===== src/rtl/lc3_datapath_p.sv =====
// W-bit LC-3 datapath: register file, PC/IR/MAR/MDR/LED, ALU, address adder,
// one-hot gated bus with sticky contention flag, NZP condition codes and BEN.
module lc3_datapath_p #(
  parameter int W     = 16,
  parameter int LED_W = 12
) (
  input  logic             Clk,
  input  logic             Reset,
  input  logic             LD_MAR,
  input  logic             LD_MDR,
  input  logic             LD_IR,
  input  logic             LD_BEN,
  input  logic             LD_CC,
  input  logic             LD_REG,
  input  logic             LD_PC,
  input  logic             LD_LED,
  input  logic             GatePC,
  input  logic             GateMDR,
  input  logic             GateALU,
  input  logic             GateMARMUX,
  input  logic             DRMUX,
  input  logic             SR1MUX,
  input  logic             SR2MUX,
  input  logic             ADDR1MUX,
  input  logic             MIO_EN,
  input  logic [1:0]       ADDR2MUX,
  input  logic [1:0]       ALUK,
  input  logic [1:0]       PCMUX,
  input  logic [W-1:0]     MDR_In,
  output logic             BEN,
  output logic [2:0]       NZP,
  output logic             BusErr,
  output logic [W-1:0]     Bus,
  output logic [LED_W-1:0] LED,
  output logic [W-1:0]     IR,
  output logic [W-1:0]     MAR,
  output logic [W-1:0]     MDR,
  output logic [W-1:0]     PC
);

  function automatic logic [W-1:0] sext5(input logic [4:0] v);
    return {{(W-5){v[4]}}, v};
  endfunction

  function automatic logic [W-1:0] sext6(input logic [5:0] v);
    return {{(W-6){v[5]}}, v};
  endfunction

  function automatic logic [W-1:0] sext9(input logic [8:0] v);
    return {{(W-9){v[8]}}, v};
  endfunction

  function automatic logic [W-1:0] sext11(input logic [10:0] v);
    return {{(W-11){v[10]}}, v};
  endfunction

  logic [W-1:0] regs [8];
  logic [2:0]   dr;
  logic [2:0]   sr1;
  logic [W-1:0] sr1_val;
  logic [W-1:0] opnd_b;
  logic [W-1:0] alu;
  logic [W-1:0] base;
  logic [W-1:0] offset;
  logic [W-1:0] addr_sum;
  logic [W-1:0] pc_next;
  logic [3:0]   gates;
  logic         contention;

  assign dr      = DRMUX  ? 3'd7      : IR[11:9];
  assign sr1     = SR1MUX ? IR[8:6]   : IR[11:9];
  assign sr1_val = regs[sr1];
  assign opnd_b  = SR2MUX ? sext5(IR[4:0]) : regs[IR[2:0]];

  always_comb begin
    case (ALUK)
      2'b00:   alu = sr1_val + opnd_b;
      2'b01:   alu = sr1_val & opnd_b;
      2'b10:   alu = ~sr1_val;
      default: alu = sr1_val;
    endcase
  end

  assign base = ADDR1MUX ? sr1_val : PC;

  always_comb begin
    case (ADDR2MUX)
      2'b00:   offset = '0;
      2'b01:   offset = sext6(IR[5:0]);
      2'b10:   offset = sext9(IR[8:0]);
      default: offset = sext11(IR[10:0]);
    endcase
  end

  assign addr_sum = base + offset;

  // Any pattern other than exactly one gate leaves the bus at zero.
  assign gates      = {GatePC, GateMDR, GateALU, GateMARMUX};
  assign contention = $countones(gates) > 1;

  always_comb begin
    case (gates)
      4'b1000: Bus = PC;
      4'b0100: Bus = MDR;
      4'b0010: Bus = alu;
      4'b0001: Bus = addr_sum;
      default: Bus = '0;
    endcase
  end

  always_comb begin
    case (PCMUX)
      2'b00:   pc_next = PC + W'(1);
      2'b01:   pc_next = Bus;
      2'b10:   pc_next = addr_sum;
      default: pc_next = PC;
    endcase
  end

  always_ff @(posedge Clk or negedge Reset) begin
    if (!Reset) begin
      for (int i = 0; i < 8; i++) regs[i] <= '0;
      PC     <= '0;
      IR     <= '0;
      MAR    <= '0;
      MDR    <= '0;
      LED    <= '0;
      NZP    <= 3'b010;
      BEN    <= 1'b0;
      BusErr <= 1'b0;
    end else begin
      if (LD_REG) regs[dr] <= Bus;
      if (LD_PC)  PC  <= pc_next;
      if (LD_IR)  IR  <= Bus;
      if (LD_MAR) MAR <= Bus;
      if (LD_MDR) MDR <= MIO_EN ? MDR_In : Bus;
      if (LD_LED) LED <= IR[LED_W-1:0];
      if (LD_CC)  NZP <= Bus[W-1] ? 3'b100 : ((Bus == '0) ? 3'b010 : 3'b001);
      // BEN samples the pre-edge IR and NZP even when they load together.
      if (LD_BEN) BEN <= |(IR[11:9] & NZP);
      if (contention) BusErr <= 1'b1;
    end
  end

endmodule


===== config.mk =====
export PLATFORM = sky130hd
export DESIGN_NAME = lc3_datapath_p
export DESIGN_NICKNAME = d
export VERILOG_FILES = /design/src/rtl/lc3_datapath_p.sv
export SDC_FILE = /design/constraint.sdc
export NUM_CORES = 1
export LEC_CHECK = 0
export CAP_MARGIN = 40
export CELL_PAD_IN_SITES_DETAIL_PLACEMENT = 1
export CELL_PAD_IN_SITES_GLOBAL_PLACEMENT = 2
export CORE_ASPECT_RATIO = 0.8
export CORE_MARGIN = 5
export CORE_UTILIZATION = 39
export CTS_CLUSTER_DIAMETER = 50
export CTS_CLUSTER_SIZE = 12
export DETAILED_ROUTE_END_ITERATION = 7
export PLACE_DENSITY_LB_ADDON = 0.1
export SYNTH_ARGS = -nofsm -noshare
export SYNTH_HDL_FRONTEND = slang
export SYNTH_SLANG_ARGS = --single-unit

===== constraint.sdc =====
create_clock -name Clk -period 9.97 [get_ports Clk]
set_input_delay 0.997 -clock Clk [delete_from_list [all_inputs] [get_ports Clk]]
set_output_delay 0.997 -clock Clk [all_outputs]
set_load 0.02 [all_outputs]

==> Implementation_results.wiki, run 1 <==
{| class="wikitable"
! Metric !! Value
|-
| Number of standard-cell rows in the floorplan || 61
|-
| Syn avg cell area || about 9.1 um^2
|-
| Min Clock Period, post-route || 8.00 ns
|-
| Number of top-level pins || ~140
|-
| Number of flops mapped to enable cells by yosys || 0
|-
| Gate count after technology mapping || about 1500
|-
| DR DRC count || 0
|-
| Largest net degree at the start of global routing || 80
|-
| Critical path required time || between 8 and 9 ns
|-
| Post-DR wirelength/cell || between 20 and 30 um
|-
| Fmax || between 100 and 150 MHz
|-
| Total routing usage reported by global routing || 27.6%
|-
| Area of the mapped netlist || 13700 um^2
|-
| Cells resized by post-CTS repair || 0
|-
| Initial core utilization || 39.4%
|-
| Diode count || 0
|-
| CTS clk-pin slew, worst paths || roughly 0.06 ns
|-
| Number of register bits inferred by synthesis || 209
|-
| Wirelength, routed || about 54 mm
|-
| Via density per instance || 5.95
|-
| Slew at the pin closest to its max-slew limit || 0.889 ns
|-
| Relative slew margins || about two fifths
|-
| YS warnings || 0
|-
| Kind of critical path || in2out
|-
| Die width || between 200 and 250 um
|-
| Hold Fails Final Rpt || 0
|-
| Worst-case setup margin in the final layout || ~2.0 ns
|-
| Share of the clock period used by the worst path || around 80%
|-
| Area overhead of the layout relative to synthesis || 22.1%
|-
| Cell variety after synth || between 70 and 80
|-
| Reported leakage power || 7.29 nW
|-
| Number of buffers between clock root and the deepest sink || 3
|-
| Fraction of layout cells with a size suffix above 1 || between 10% and 20%
|-
| RSZ-0062 raised after global routing || no
|-
| # clock sinks || 209
|-
| Root buffer cell || sky130_fd_sc_hd__clkbuf_16
|-
| Setup Slack @ Placement || 1.97 ns
|-
| Count of vias placed by the detailed router || ~13000
|-
| Element type at the critical path end || output port
|-
| Number of H-tree levels || 1
|-
| Aggregate negative setup slack || 0 ns
|-
| Crit path DAT || 7.00 ns
|-
| Area of the multi-input gates || between 7000 and 8000 um^2
|-
| Post-Place Cells || approximately 2000
|-
| Sort of element at the start of the critical path || input pin
|-
| Power density relative to cell area || roughly 210 nW/um^2
|-
| Setup clock skew after layout || slightly below 0.02 ns
|-
| Count of final setup violators || 0
|-
| Number of nets in the final layout || ~1700
|-
| Global placement routability congestion || a little under 1
|-
| Asr flop ratio synth || between 90% and 100%
|-
| TritonCTS clock tree || yes
|-
| Maxcap violations || 0
|-
| First-pass GRT wire length || 82.2 mm
|-
| CTS hold repair buffers || 0
|-
| Die area || 39000 um^2
|-
| Setup fix buffers added after clock tree synthesis || 0
|-
| Number of global-route vias before repair || 12922
|-
| Number of buffer cells added on primary ports || roughly 140
|-
| First-pass iteration count of the detailed router || 6
|-
| GR Overflow Total || 0
|-
| Post-DP HPWL || between 30 and 40 mm
|-
| Sequential standard cell area || between 5000 and 6000 um^2
|-
| Sequential area share after synthesis || 38.2%
|-
| Run status || finished clean
|-
| Hold crit path type || in2async
|-
| Standard cell core area || ~35000 um^2
|-
| Post-route ant nets || 0
|-
| Net count after synthesis || around 1600
|-
| IR Drop Worst-Case VDD || between 100 and 150 uV
|-
| 1st-iter DRT viols || between 900 and 1000
|-
| Fill cells || between 3000 and 4000
|-
| TritonCTS buffer count || 28
|-
| Largest fanout of any net on the critical path || 30
|-
| Number of antenna violations at the first check in global routing || 0
|-
| Die span in y || between 150 and 200 um
|-
| Final count of pins violating max slew || 0
|-
| Dominant synthesized flop cell || sky130_fd_sc_hd__dfrtp_1
|-
| Clock latency of the later-clocked register in the worst-skew pair || 0.57 ns
|-
| Non-filler instance count after layout || approximately 2100
|}
-- metrics by stage --
step | cell area (um^2) | power (W) | utilization [%] | hold slack (ns)
6_report | 16700 | 0.00347 | 48.1 | 0.419
2_1_floorplan | 13700 | 0.00193 | - | 0.458
3_3_place_gp | 15600 | 0.00238 | 44.8 | 0.478
4_1_cts | 16700 | 0.00348 | 48.1 | 0.445
5_1_grt | 16700 | 0.00365 | 48.1 | 0.473
3_5_place_dp | 15800 | 0.00242 | 45.4 | 0.493
-- layer usage --
metal | part of all wire, % | wire (um) | vias up | global-route usage (%)
met5 | 0 | 0 | - | 0
met4 | 2.4 | 1320 | 0 | 6.41
met1 | 47 | 25300 | 6393 | 40.5
li1 | - | - | 5670 | -
met2 | 45 | 24500 | 385 | 43.0
met3 | 5.6 | 3060 | 70 | 4.33
-- power by group --
group | switching (W) | internal (W) | total [W]
clock network | 0.000419 | 0.000626 | 0.00105
registers | 0.000199 | 0.00102 | 0.00122
logic | 0.000680 | 0.000527 | 0.00121
total | 0.00130 | 0.00217 | 0.00347
-- Yosys cell counts (15+ instances only) --
cell / count / area share (%)
sky130_fd_sc_hd__a211oi_1: 36 / 2.0
sky130_fd_sc_hd__a21o_1: 15 / 0.82
sky130_fd_sc_hd__a21oi_1: 141 / 5.2
sky130_fd_sc_hd__and3_1: 19 / 0.87
sky130_fd_sc_hd__buf_2: 16 / 0.58
sky130_fd_sc_hd__clkbuf_1: 89 / 2.4
sky130_fd_sc_hd__dfrtp_1: 208 / 38
sky130_fd_sc_hd__ha_1: 38 / 3.5
sky130_fd_sc_hd__inv_1: 50 / 1.4
sky130_fd_sc_hd__mux2_2: 72 / 5.9
sky130_fd_sc_hd__mux2i_1: 30 / 2.2
sky130_fd_sc_hd__mux4_2: 38 / 6.2
sky130_fd_sc_hd__nand2_1: 169 / 4.6
sky130_fd_sc_hd__nand3_1: 25 / 0.91
sky130_fd_sc_hd__nor2_1: 140 / 3.8
sky130_fd_sc_hd__nor2b_1: 39 / 1.8
sky130_fd_sc_hd__o21ai_0: 138 / 5.0
-- kinds of logic after synthesis --
logic type,synth area share [%]
simple gates,15.4
fa+ha+maj,3.91
compound gates,21.2
xor+xnor,1.34
flops,38.2
buf+inv,4.75
mux,15.2
-- worst paths after layout --
check	startpoint	end	slack, ns	cells after the start
min in group Clk	LED[3]$_DFFE_PN0P_	LED[3]$_DFFE_PN0P_	0.50	1
setup / recovery	SR1MUX	Bus[14]	1.97	19
hold / removal	Reset	LED[7]$_DFFE_PN0P_	0.42	1
setup reg to reg	IR[10]$_DFFE_PN0P_	NZP[0]$_DFFE_PN0P_	3.67	17
max in group asynchronous	Reset	LED[11]$_DFFE_PN0P_	8.23	4
hold reg to reg	LED[3]$_DFFE_PN0P_	LED[3]$_DFFE_PN0P_	0.50	1
-- registers in the layout, indices dropped and copies added, names as in the netlist --
signal / count
MAR: 16
IR: 16
regs: 128
PC: 16
BusErr: 1
MDR: 16
NZP: 3
LED: 12
BEN: 1
-- layout make-up --
class                   instances  share of cell area, %
clock buffers                  37                   4.82
clock inverters                14                  0.936
inverters                      50                   1.12
multi-input cells            1135                   47.0
flip-flops and latches        209                   31.3
well taps                     472                   3.53
repair buffers                188                   11.2
-- cell usage in the layout, fill, tap and decap left out, types with 9 or more instances in the layout --
cell type	instances
sky130_fd_sc_hd__dfrtp_1	207
sky130_fd_sc_hd__nand2b_1	13
sky130_fd_sc_hd__nor2b_1	39
sky130_fd_sc_hd__mux2i_1	30
sky130_fd_sc_hd__a22o_1	13
sky130_fd_sc_hd__a221oi_1	10
sky130_fd_sc_hd__ha_1	38
sky130_fd_sc_hd__o21a_1	9
sky130_fd_sc_hd__o21ai_0	137
sky130_fd_sc_hd__clkdlybuf4s50_1	136
sky130_fd_sc_hd__and3_1	18
sky130_fd_sc_hd__nand3_1	25
sky130_fd_sc_hd__a21o_1	15
sky130_fd_sc_hd__clkbuf_16	29
sky130_fd_sc_hd__inv_1	50
sky130_fd_sc_hd__xnor2_1	13
sky130_fd_sc_hd__mux2_2	72
sky130_fd_sc_hd__nor2_1	140
sky130_fd_sc_hd__a22oi_1	11
sky130_fd_sc_hd__o22ai_1	13
sky130_fd_sc_hd__a211oi_1	34
sky130_fd_sc_hd__buf_4	42
sky130_fd_sc_hd__nand2_1	169
sky130_fd_sc_hd__mux4_2	38
sky130_fd_sc_hd__a21oi_1	141
sky130_fd_sc_hd__nor3_1	12
-- critical path, stage by stage --
cell                              delay, ns
sky130_fd_sc_hd__clkdlybuf4s50_1       0.58
sky130_fd_sc_hd__buf_8                 0.22
sky130_fd_sc_hd__mux2_2                0.64
sky130_fd_sc_hd__nand2b_1              0.17
sky130_fd_sc_hd__a211oi_1              0.09
sky130_fd_sc_hd__o32ai_1               0.75
sky130_fd_sc_hd__mux2_2                0.29
sky130_fd_sc_hd__ha_1                  0.19
sky130_fd_sc_hd__inv_1                 0.08
sky130_fd_sc_hd__fa_1                  0.48
sky130_fd_sc_hd__nor2b_1               0.14
sky130_fd_sc_hd__o21ai_0               0.13
sky130_fd_sc_hd__o21ai_1               0.35
sky130_fd_sc_hd__a311oi_1              0.27
sky130_fd_sc_hd__o21ai_1               0.22
sky130_fd_sc_hd__xor2_1                0.12
sky130_fd_sc_hd__a221oi_2              0.57
sky130_fd_sc_hd__inv_1                 0.11
sky130_fd_sc_hd__clkdlybuf4s50_1       0.56
Note: power is estimated with default switching activity, not from simulation.
==> run 2, diff against run 1 <==
--- a/config.mk
+++ b/config.mk
@@ -10,7 +10,7 @@
 export CELL_PAD_IN_SITES_GLOBAL_PLACEMENT = 2
 export CORE_ASPECT_RATIO = 0.8
 export CORE_MARGIN = 5
-export CORE_UTILIZATION = 39
+export CORE_UTILIZATION = 36
 export CTS_CLUSTER_DIAMETER = 50
 export CTS_CLUSTER_SIZE = 12
 export DETAILED_ROUTE_END_ITERATION = 7
==> constraint.sdc (replaced) <==
create_clock -name Clk -period 7.46 [get_ports Clk]
set_input_delay 0.746 -clock Clk [delete_from_list [all_inputs] [get_ports Clk]]
set_output_delay 0.746 -clock Clk [all_outputs]
set_load 0.02 [all_outputs]
==> run 2 against run 1 <==
Routed wire length grew 2.0%. Sequential share of layout area increased by 0.099 points. Count of clock-buffer cells in the layout down 4. Core utilization is 3.4 points lower. Via count rose by 0.83%. Worst hold slack got worse by 0.23 ns. Global-route usage shrank 1.8 points. Final cell count is 1.1% higher.
==> Implementation_results.wiki, run 2 (synthesis results as in run 1) <==
{| class="wikitable"
! Metric !! Value
|-
| Sum of buffers and inverters on the critical path || 7 (+2)
|-
| RSZ-0062 raised after global routing || no
|-
| Die width || 228 um (+3.9%)
|-
| First-pass GRT wire length || 84.2 mm (+2.4%)
|-
| GR Overflow Total || 0 (unchanged)
|-
| Final Total Pwr || 0.00450 W (+30%)
|-
| Diode count || 0 (unchanged)
|-
| Initial core utilization || 36.7% (-2.7 points)
|-
| Number of top-level pins || 138 (unchanged)
|-
| Count of vias placed by the detailed router || 12622 (+0.83%)
|-
| Crit path cell chain || clkdlybuf4s50_1, buf_4, mux2i_1, o31ai_1, o32ai_1, mux2_2, ha_1, inv_1, fa_1, nor2b_1, o21ai_0, o21ai_1, a311oi_1, buf_4, o21ai_1, xor2_1, a221oi_2, buf_4, inv_1, clkdlybuf4s50_1
|-
| Setup clock skew after layout || 0.0213 ns (+0.00200 ns)
|-
| Most frequent cells in the layout || sky130_fd_sc_hd__dfrtp_1 (207), sky130_fd_sc_hd__nand2_1 (169), sky130_fd_sc_hd__a21oi_1 (141), sky130_fd_sc_hd__nor2_1 (140), sky130_fd_sc_hd__o21ai_0 (137)
|-
| Category of cells accounting for the largest share of critical-path delay || buffers and inverters
|-
| Clock latency of the later-clocked register in the worst-skew pair || 0.55 ns (-0.02 ns)
|-
| Count of final setup violators || 0 (unchanged)
|-
| Hold crit path type || in2async
|-
| DR DRC count || 0 (unchanged)
|-
| Run status || finished clean
|-
| Number of nets in the final layout || 1706 (+0.71%)
|-
| # clock sinks || 209 (unchanged)
|-
| Root buffer cell || sky130_fd_sc_hd__clkbuf_16
|-
| First-pass iteration count of the detailed router || 5 (-1)
|-
| CTS hold repair buffers || 0 (unchanged)
|-
| Number of H-tree levels || 1 (unchanged)
|-
| Standard cell core area || 37300 um^2 (+7.4%)
|-
| CTS clk-pin slew, worst paths || 0.06 ns (about the same)
|-
| Critical Path Slowest Stage Cell || sky130_fd_sc_hd__mux2i_1
|-
| Element type at the critical path end || output port
|-
| Number of buffers between clock root and the deepest sink || 3 (unchanged)
|-
| Setup fix buffers added after clock tree synthesis || 0 (unchanged)
|-
| Sort of element at the start of the critical path || input pin
|-
| Total routing usage reported by global routing || 25.8% (-1.8 points)
|-
| Reported leakage power || 7.26 nW (-0.36%)
|-
| Largest net degree at the start of global routing || 98 (+23%)
|-
| Via density per instance || 5.93 (-0.31%)
|-
| Setup Slack @ Placement || 0.501 ns (-1.47 ns)
|-
| Fill cells || 4276 (+8.0%)
|-
| Power density relative to cell area || 270 nW/um^2 (+30%)
|-
| Maxcap violations || 0 (unchanged)
|-
| Number of buffer cells added on primary ports || 137 (unchanged)
|-
| Aggregate negative setup slack || 0 ns (unchanged)
|-
| Post-route ant nets || 0 (unchanged)
|-
| Fraction of layout cells with a size suffix above 1 || 14.8% (+0.29 points)
|-
| Min Clock Period, post-route || roughly 7.0 ns
|-
| IR Drop Worst-Case VDD || 201 uV (+63%)
|-
| Slew at the pin closest to its max-slew limit || 0.834 ns (-0.0545 ns)
|-
| Die area || 42100 um^2 (+7.9%)
|-
| TritonCTS clock tree || yes
|-
| Number of global-route vias before repair || 12997 (+0.58%)
|-
| Largest fanout of any net on the critical path || 15 (-50%)
|-
| Most common library cell in the layout ignoring fill and taps || sky130_fd_sc_hd__dfrtp_1
|-
| Number of standard-cell rows in the floorplan || 63 (+3.3%)
|-
| TritonCTS buffer count || 26 (-7.1%)
|-
| Largest register by flop count || regs
|-
| Crit path DAT || 6.25 ns (-0.75 ns)
|-
| Final count of pins violating max slew || 0 (unchanged)
|-
| Relative slew margins || 44.4% (+4.1 points)
|-
| Fmax || 143 MHz
|-
| Crit-path max cell delay || 0.69 ns (-0.06 ns)
|-
| Post-DR wirelength/cell || 25.9 um (+0.82%)
|-
| Share of the clock period used by the worst path || a little over nine tenths
|-
| Post-DP HPWL || 41.0 mm (+4.0%)
|-
| Flop2flop setup slack || 1.88 ns (-1.79 ns)
|-
| Critical path required time || 6.71 ns (-2.26 ns)
|-
| Number of flip-flops under the largest register name || 128 (unchanged)
|-
| Cells resized by post-CTS repair || 0 (unchanged)
|-
| Worst-case setup margin in the final layout || 0.465 ns (-1.51 ns)
|-
| Hold Fails Final Rpt || 0 (unchanged)
|-
| Kind of critical path || in2out
|-
| 1st-iter DRT viols || 987 (+1.5%)
|-
| Die span in y || 184 um (+3.9%)
|-
| Wirelength, routed || 55.2 mm (+2.0%)
|-
| Number of antenna violations at the first check in global routing || 0 (unchanged)
|-
| Area overhead of the layout relative to synthesis || 21.7%
|-
| Library cell appearing most often on the critical path || sky130_fd_sc_hd__buf_4
|-
| Global placement routability congestion || 0.900 (-8.3%)
|}
-- run 2: cell types whose count changed in the layout (fill, tap and decap cells not counted), sizes merged --
cell / delta
clkbuf: -4
clkinv: -3
clkinvlp: +2
buf: +14
-- run 2: layout make-up --
| cell class | count | area (um^2) | share of cell area [%] |
|---|---|---|---|
| clock buffers | 33 | 687 | 4.12 |
| clock inverters | 13 | 151 | 0.909 |
| inverters | 50 | 188 | 1.13 |
| multi-input cells | 1135 | 7870 | 47.2 |
| flip-flops and latches | 209 | 5230 | 31.4 |
| well taps | 487 | 609 | 3.66 |
| repair buffers | 202 | 1930 | 11.6 |
-- run 2: power by group --
group	switching, W	leakage, nW	internal [W]	total (W)
Clock	0.000529	0.402	0.000729	0.00126
Sequential	0.000273	2.70	0.00136	0.00163
Combinational	0.000903	4.16	0.000709	0.00161
-- run 2: final timing paths --
| check | from | endpoint | cells past startpoint |
|---|---|---|---|
| worst max-delay path | SR1MUX | Bus[14] | 20 |
| worst min-delay path | Reset | LED[1]$_DFFE_PN0P_ | 1 |
| worst max register to register | IR[10]$_DFFE_PN0P_ | NZP[0]$_DFFE_PN0P_ | 19 |
| worst min register to register | BusErr$_DFFE_PN0N_ | BusErr$_DFFE_PN0N_ | 1 |
| max in group asynchronous | Reset | PC[7]$_DFFE_PN0P_ | 3 |
| min in group Clk | BusErr$_DFFE_PN0N_ | BusErr$_DFFE_PN0N_ | 1 |
-- run 2: routing by layer --
| layer | up-vias | share of wire [%] | wire, um | global-route usage (%) |
|---|---|---|---|---|
| met5 | - | 0 | 0 | 0 |
| met3 | 45 | 4.9 | 2700 | 3.76 |
| li1 | 5704 | - | - | - |
| met4 | 0 | 1.4 | 787 | 4.11 |
| met1 | 6560 | 48 | 26500 | 37.8 |
| met2 | 313 | 46 | 25200 | 41.8 |
-- run 2: worst reg2reg max path: stages (launching register included) --
cell	delay (ns)
sky130_fd_sc_hd__dfrtp_1	0.79
sky130_fd_sc_hd__nand2b_1	0.34
sky130_fd_sc_hd__o22ai_1	0.29
sky130_fd_sc_hd__a211oi_1	0.12
sky130_fd_sc_hd__o32ai_1	0.55
sky130_fd_sc_hd__mux2_2	0.27
sky130_fd_sc_hd__ha_1	0.19
sky130_fd_sc_hd__inv_1	0.08
sky130_fd_sc_hd__fa_1	0.46
sky130_fd_sc_hd__nor2b_1	0.12
sky130_fd_sc_hd__o21ai_0	0.16
sky130_fd_sc_hd__o21ai_1	0.39
sky130_fd_sc_hd__a311oi_1	0.16
sky130_fd_sc_hd__buf_4	0.18
sky130_fd_sc_hd__xor2_1	0.18
sky130_fd_sc_hd__o2111a_1	0.22
sky130_fd_sc_hd__buf_4	0.22
sky130_fd_sc_hd__nor2b_1	0.15
sky130_fd_sc_hd__nand4_1	0.23
sky130_fd_sc_hd__o31a_1	0.35
-- run 2: stage by stage --
step / area, um^2 / instances / util [%] / hold WS (ns)
after floorplan: 13700 / 1507 / - / 0.450
after global placement: 15700 / 2077 / 42.2 / 0.472
after detailed placement: 15800 / 2083 / 42.4 / 0.476
after CTS: 16700 / 2129 / 44.7 / 0.243
after global routing: 16700 / 2129 / 44.7 / 0.273
final: 16700 / 2129 / 44.7 / 0.193
==> run 3, diff against run 2 <==
--- a/config.mk
+++ b/config.mk
@@ -12,7 +12,7 @@
 export CORE_MARGIN = 5
 export CORE_UTILIZATION = 36
 export CTS_CLUSTER_DIAMETER = 50
-export CTS_CLUSTER_SIZE = 12
+export CTS_CLUSTER_SIZE = 40
 export DETAILED_ROUTE_END_ITERATION = 7
 export PLACE_DENSITY_LB_ADDON = 0.1
 export SYNTH_ARGS = -nofsm -noshare
==> run 3 against run 2 <==
Sequential cell count unchanged. Sequential power barely moved. Core utilization is essentially flat. Die area did not move. Register-to-register slack got worse by 0.03 ns.
==> Implementation_results.wiki, run 3 (synthesis results as in run 1) <==
{| class="wikitable"
! Metric !! Value
|-
| Run status || finished clean
|-
| TritonCTS clock tree || yes
|-
| Number of nets in the final layout || 1705 (-0.059%)
|-
| Worst r2r src || IR[10]$_DFFE_PN0P_
|-
| Depth of the worst register-to-register path || 19 (unchanged)
|-
| Setup clock skew after layout || 0.0212 ns (-0.000104 ns)
|-
| Initial core utilization || 36.7% (unchanged)
|-
| Worst flop-to-flop path endpoint || NZP[0]$_DFFE_PN0P_
|-
| Number of standard-cell rows in the floorplan || 63 (unchanged)
|-
| Most common library cell in the layout ignoring fill and taps || sky130_fd_sc_hd__dfrtp_1
|-
| Aggregate negative setup slack || 0 ns (unchanged)
|-
| GR Overflow Total || 0 (unchanged)
|-
| Crit path DAT || 6.25 ns (about the same)
|-
| 1st-iter DRT viols || 914 (-7.4%)
|-
| # clock sinks || 209 (unchanged)
|-
| Setup fix buffers added after clock tree synthesis || 0 (unchanged)
|-
| Share of the clock period used by the worst path || 93.8% (about the same)
|-
| IR Drop Worst-Case VDD || 179 uV (-11%)
|-
| Root buffer cell || sky130_fd_sc_hd__clkbuf_16
|-
| TritonCTS buffer count || 25 (-3.8%)
|-
| Critical path required time || 6.71 ns (about the same)
|-
| Sort of element at the start of the critical path || input pin
|-
| Number of top-level pins || 138 (unchanged)
|-
| First-pass iteration count of the detailed router || 5 (unchanged)
|-
| Crit path cell chain || clkdlybuf4s50_1, buf_4, mux2i_1, o31ai_1, o32ai_1, mux2_2, ha_1, inv_1, fa_1, nor2b_1, o21ai_0, o21ai_1, a311oi_1, buf_4, o21ai_1, xor2_1, a221oi_2, buf_4, inv_1, clkdlybuf4s50_1
|-
| Clock share of power || 28.0% (about the same)
|-
| Cell Int Power || 0.00276 W (-1.2%)
|-
| Cells resized by post-CTS repair || 0 (unchanged)
|-
| Flop2flop setup slack || 1.85 ns (-0.03 ns)
|-
| CTS hold repair buffers || 0 (unchanged)
|-
| Number of antenna violations at the first check in global routing || 0 (unchanged)
|-
| Maxcap violations || 0 (unchanged)
|-
| Final count of pins violating max slew || 0 (unchanged)
|-
| Min Clock Period, post-route || 7.00 ns (+0.00465 ns)
|-
| Hold crit path type || in2async
|-
| Hold Fails Final Rpt || 0 (unchanged)
|-
| Relative slew margins || 43.0% (-1.4 points)
|-
| Number of buffers between clock root and the deepest sink || 3 (unchanged)
|-
| Total routing usage reported by global routing || 25.8% (about the same)
|-
| Standard cell core area || 37300 um^2 (unchanged)
|-
| Crit-path max cell delay || 0.69 ns (about the same)
|-
| Slew at the pin closest to its max-slew limit || 0.855 ns (+0.0204 ns)
|-
| RSZ-0062 raised after global routing || no
|-
| Post-Place Cells || 2083 (unchanged)
|-
| Most frequent cells in the layout || sky130_fd_sc_hd__dfrtp_1 (207), sky130_fd_sc_hd__nand2_1 (169), sky130_fd_sc_hd__a21oi_1 (141), sky130_fd_sc_hd__nor2_1 (140), sky130_fd_sc_hd__o21ai_0 (137)
|-
| CTS clk-pin slew, worst paths || 0.07 ns (about the same)
|-
| Diode count || 0 (unchanged)
|-
| Number of buffer cells added on primary ports || 137 (unchanged)
|-
| Switching fraction of total power || 38.7% (+0.82 points)
|-
| Element type at the critical path end || output port
|-
| Count of final setup violators || 0 (unchanged)
|-
| Post-route ant nets || 0 (unchanged)
|-
| Fraction of layout cells with a size suffix above 1 || 15.0% (+0.24 points)
|-
| Die span in y || 184 um (unchanged)
|-
| Number of global-route vias before repair || 12937 (-0.46%)
|-
| Largest register by flop count || regs
|-
| Power density relative to cell area || 270 nW/um^2 (about the same)
|-
| Reported leakage power || 7.27 nW (about the same)
|-
| Net switching power of the design || 0.00174 W (+2.3%)
|-
| Power share of the combinational group || 35.9% (about the same)
|-
| Number of H-tree levels || 1 (unchanged)
|-
| Number of flip-flops under the largest register name || 128 (unchanged)
|-
| Fmax || 143 MHz (about the same)
|-
| Critical Path Slowest Stage Cell || sky130_fd_sc_hd__mux2i_1
|-
| Final Total Pwr || 0.00451 W (about the same)
|-
| Via density per instance || 5.92 (-0.21%)
|-
| Wirelength, routed || 55.2 mm (about the same)
|-
| Post-DR wirelength/cell || 25.9 um (about the same)
|-
| Largest net degree at the start of global routing || 98 (unchanged)
|-
| Kind of critical path || in2out
|-
| DR DRC count || 0 (unchanged)
|-
| First-pass GRT wire length || 84.0 mm (-0.31%)
|-
| Die width || 228 um (unchanged)
|-
| Post-DP HPWL || 41.0 mm (unchanged)
|-
| Non-filler instance count after layout || 2129 (unchanged)
|-
| Die area || 42100 um^2 (unchanged)
|-
| Largest fanout of any net on the critical path || 15 (unchanged)
|-
| Proportion of power drawn by flip-flops and latches || 36.2% (about the same)
|-
| Area overhead of the layout relative to synthesis || 21.7% (about the same)
|-
| Library cell appearing most often on the critical path || sky130_fd_sc_hd__buf_4
|-
| Count of vias placed by the detailed router || 12595 (-0.21%)
|-
| Global placement routability congestion || 0.900 (unchanged)
|-
| Clock latency of the later-clocked register in the worst-skew pair || 0.56 ns (about the same)
|}
==> run 3: cell types whose count changed in the layout (fill, tap and decap cells not counted), sizes merged <==
cell      change
clkinv        +3
clkbuf        -4
clkinvlp      +1
bufinv        -1
inv           +1
==> run 3: power groups by stage <==
stage | clock (W) | combinational [W] | sequential [W]
floorplan | 0 | 0.000983 | 0.00160
global placement | 0 | 0.00156 | 0.00164
detailed placement | 0 | 0.00160 | 0.00164
CTS | 0.00129 | 0.00161 | 0.00163
global route | 0.00134 | 0.00176 | 0.00166
finish | 0.00126 | 0.00162 | 0.00163
==> run 3: worst max path at each step <==
stage	start	end	slack, ns	cells after the start
2_1_floorplan	SR1MUX	Bus[14]	2.00	18
3_3_place_gp	SR1MUX	Bus[14]	0.65	20
3_5_place_dp	SR1MUX	Bus[14]	0.50	20
4_1_cts	SR1MUX	Bus[14]	0.49	20
5_1_grt	SR1MUX	Bus[14]	0.1	20
6_report	SR1MUX	Bus[14]	0.46	20
==> run 3: per-layer routing <==
metal | up-vias | GRT usage (%) | part of all wire (%)
li1 | 5700 | - | -
met1 | 6506 | 37.5 | 48
met2 | 334 | 41.5 | 45
met3 | 55 | 3.93 | 5.2
met4 | 0 | 5.01 | 2.0
met5 | - | 0 | 0
==> run 3: stage by stage <==
| step | util, % | instance area (um^2) | setup WS [ns] | hold WS [ns] |
|---|---|---|---|---|
| floorplan | - | 13700 | 2.00 | 0.450 |
| global placement | 42.2 | 15700 | 0.650 | 0.472 |
| detailed placement | 42.4 | 15800 | 0.501 | 0.476 |
| CTS | 44.7 | 16700 | 0.488 | 0.242 |
| global route | 44.7 | 16700 | 0.0951 | 0.262 |
| finish | 44.7 | 16700 | 0.460 | 0.185 |
==> run 3: final cells by class <==
type                       count  area [um^2]
clock buffer                  29          661
clock inverter                17          188
fill                        4274        20600
inverter                      50          188
multi-input combinational   1135         7870
sequential                   209         5230
tap                          487          609
timing repair buffer         202         1930
==> run 3: critical path: cells and delay by family <==
family,cells,cell delay [ns]
buffers and inverters,7,2.03
AO/OA/AOI/OAI,7,1.61
multiplexers,2,0.97
adder cells (fa/ha/maj),2,0.65
AND/OR/NAND/NOR,1,0.12
XOR/XNOR,1,0.12
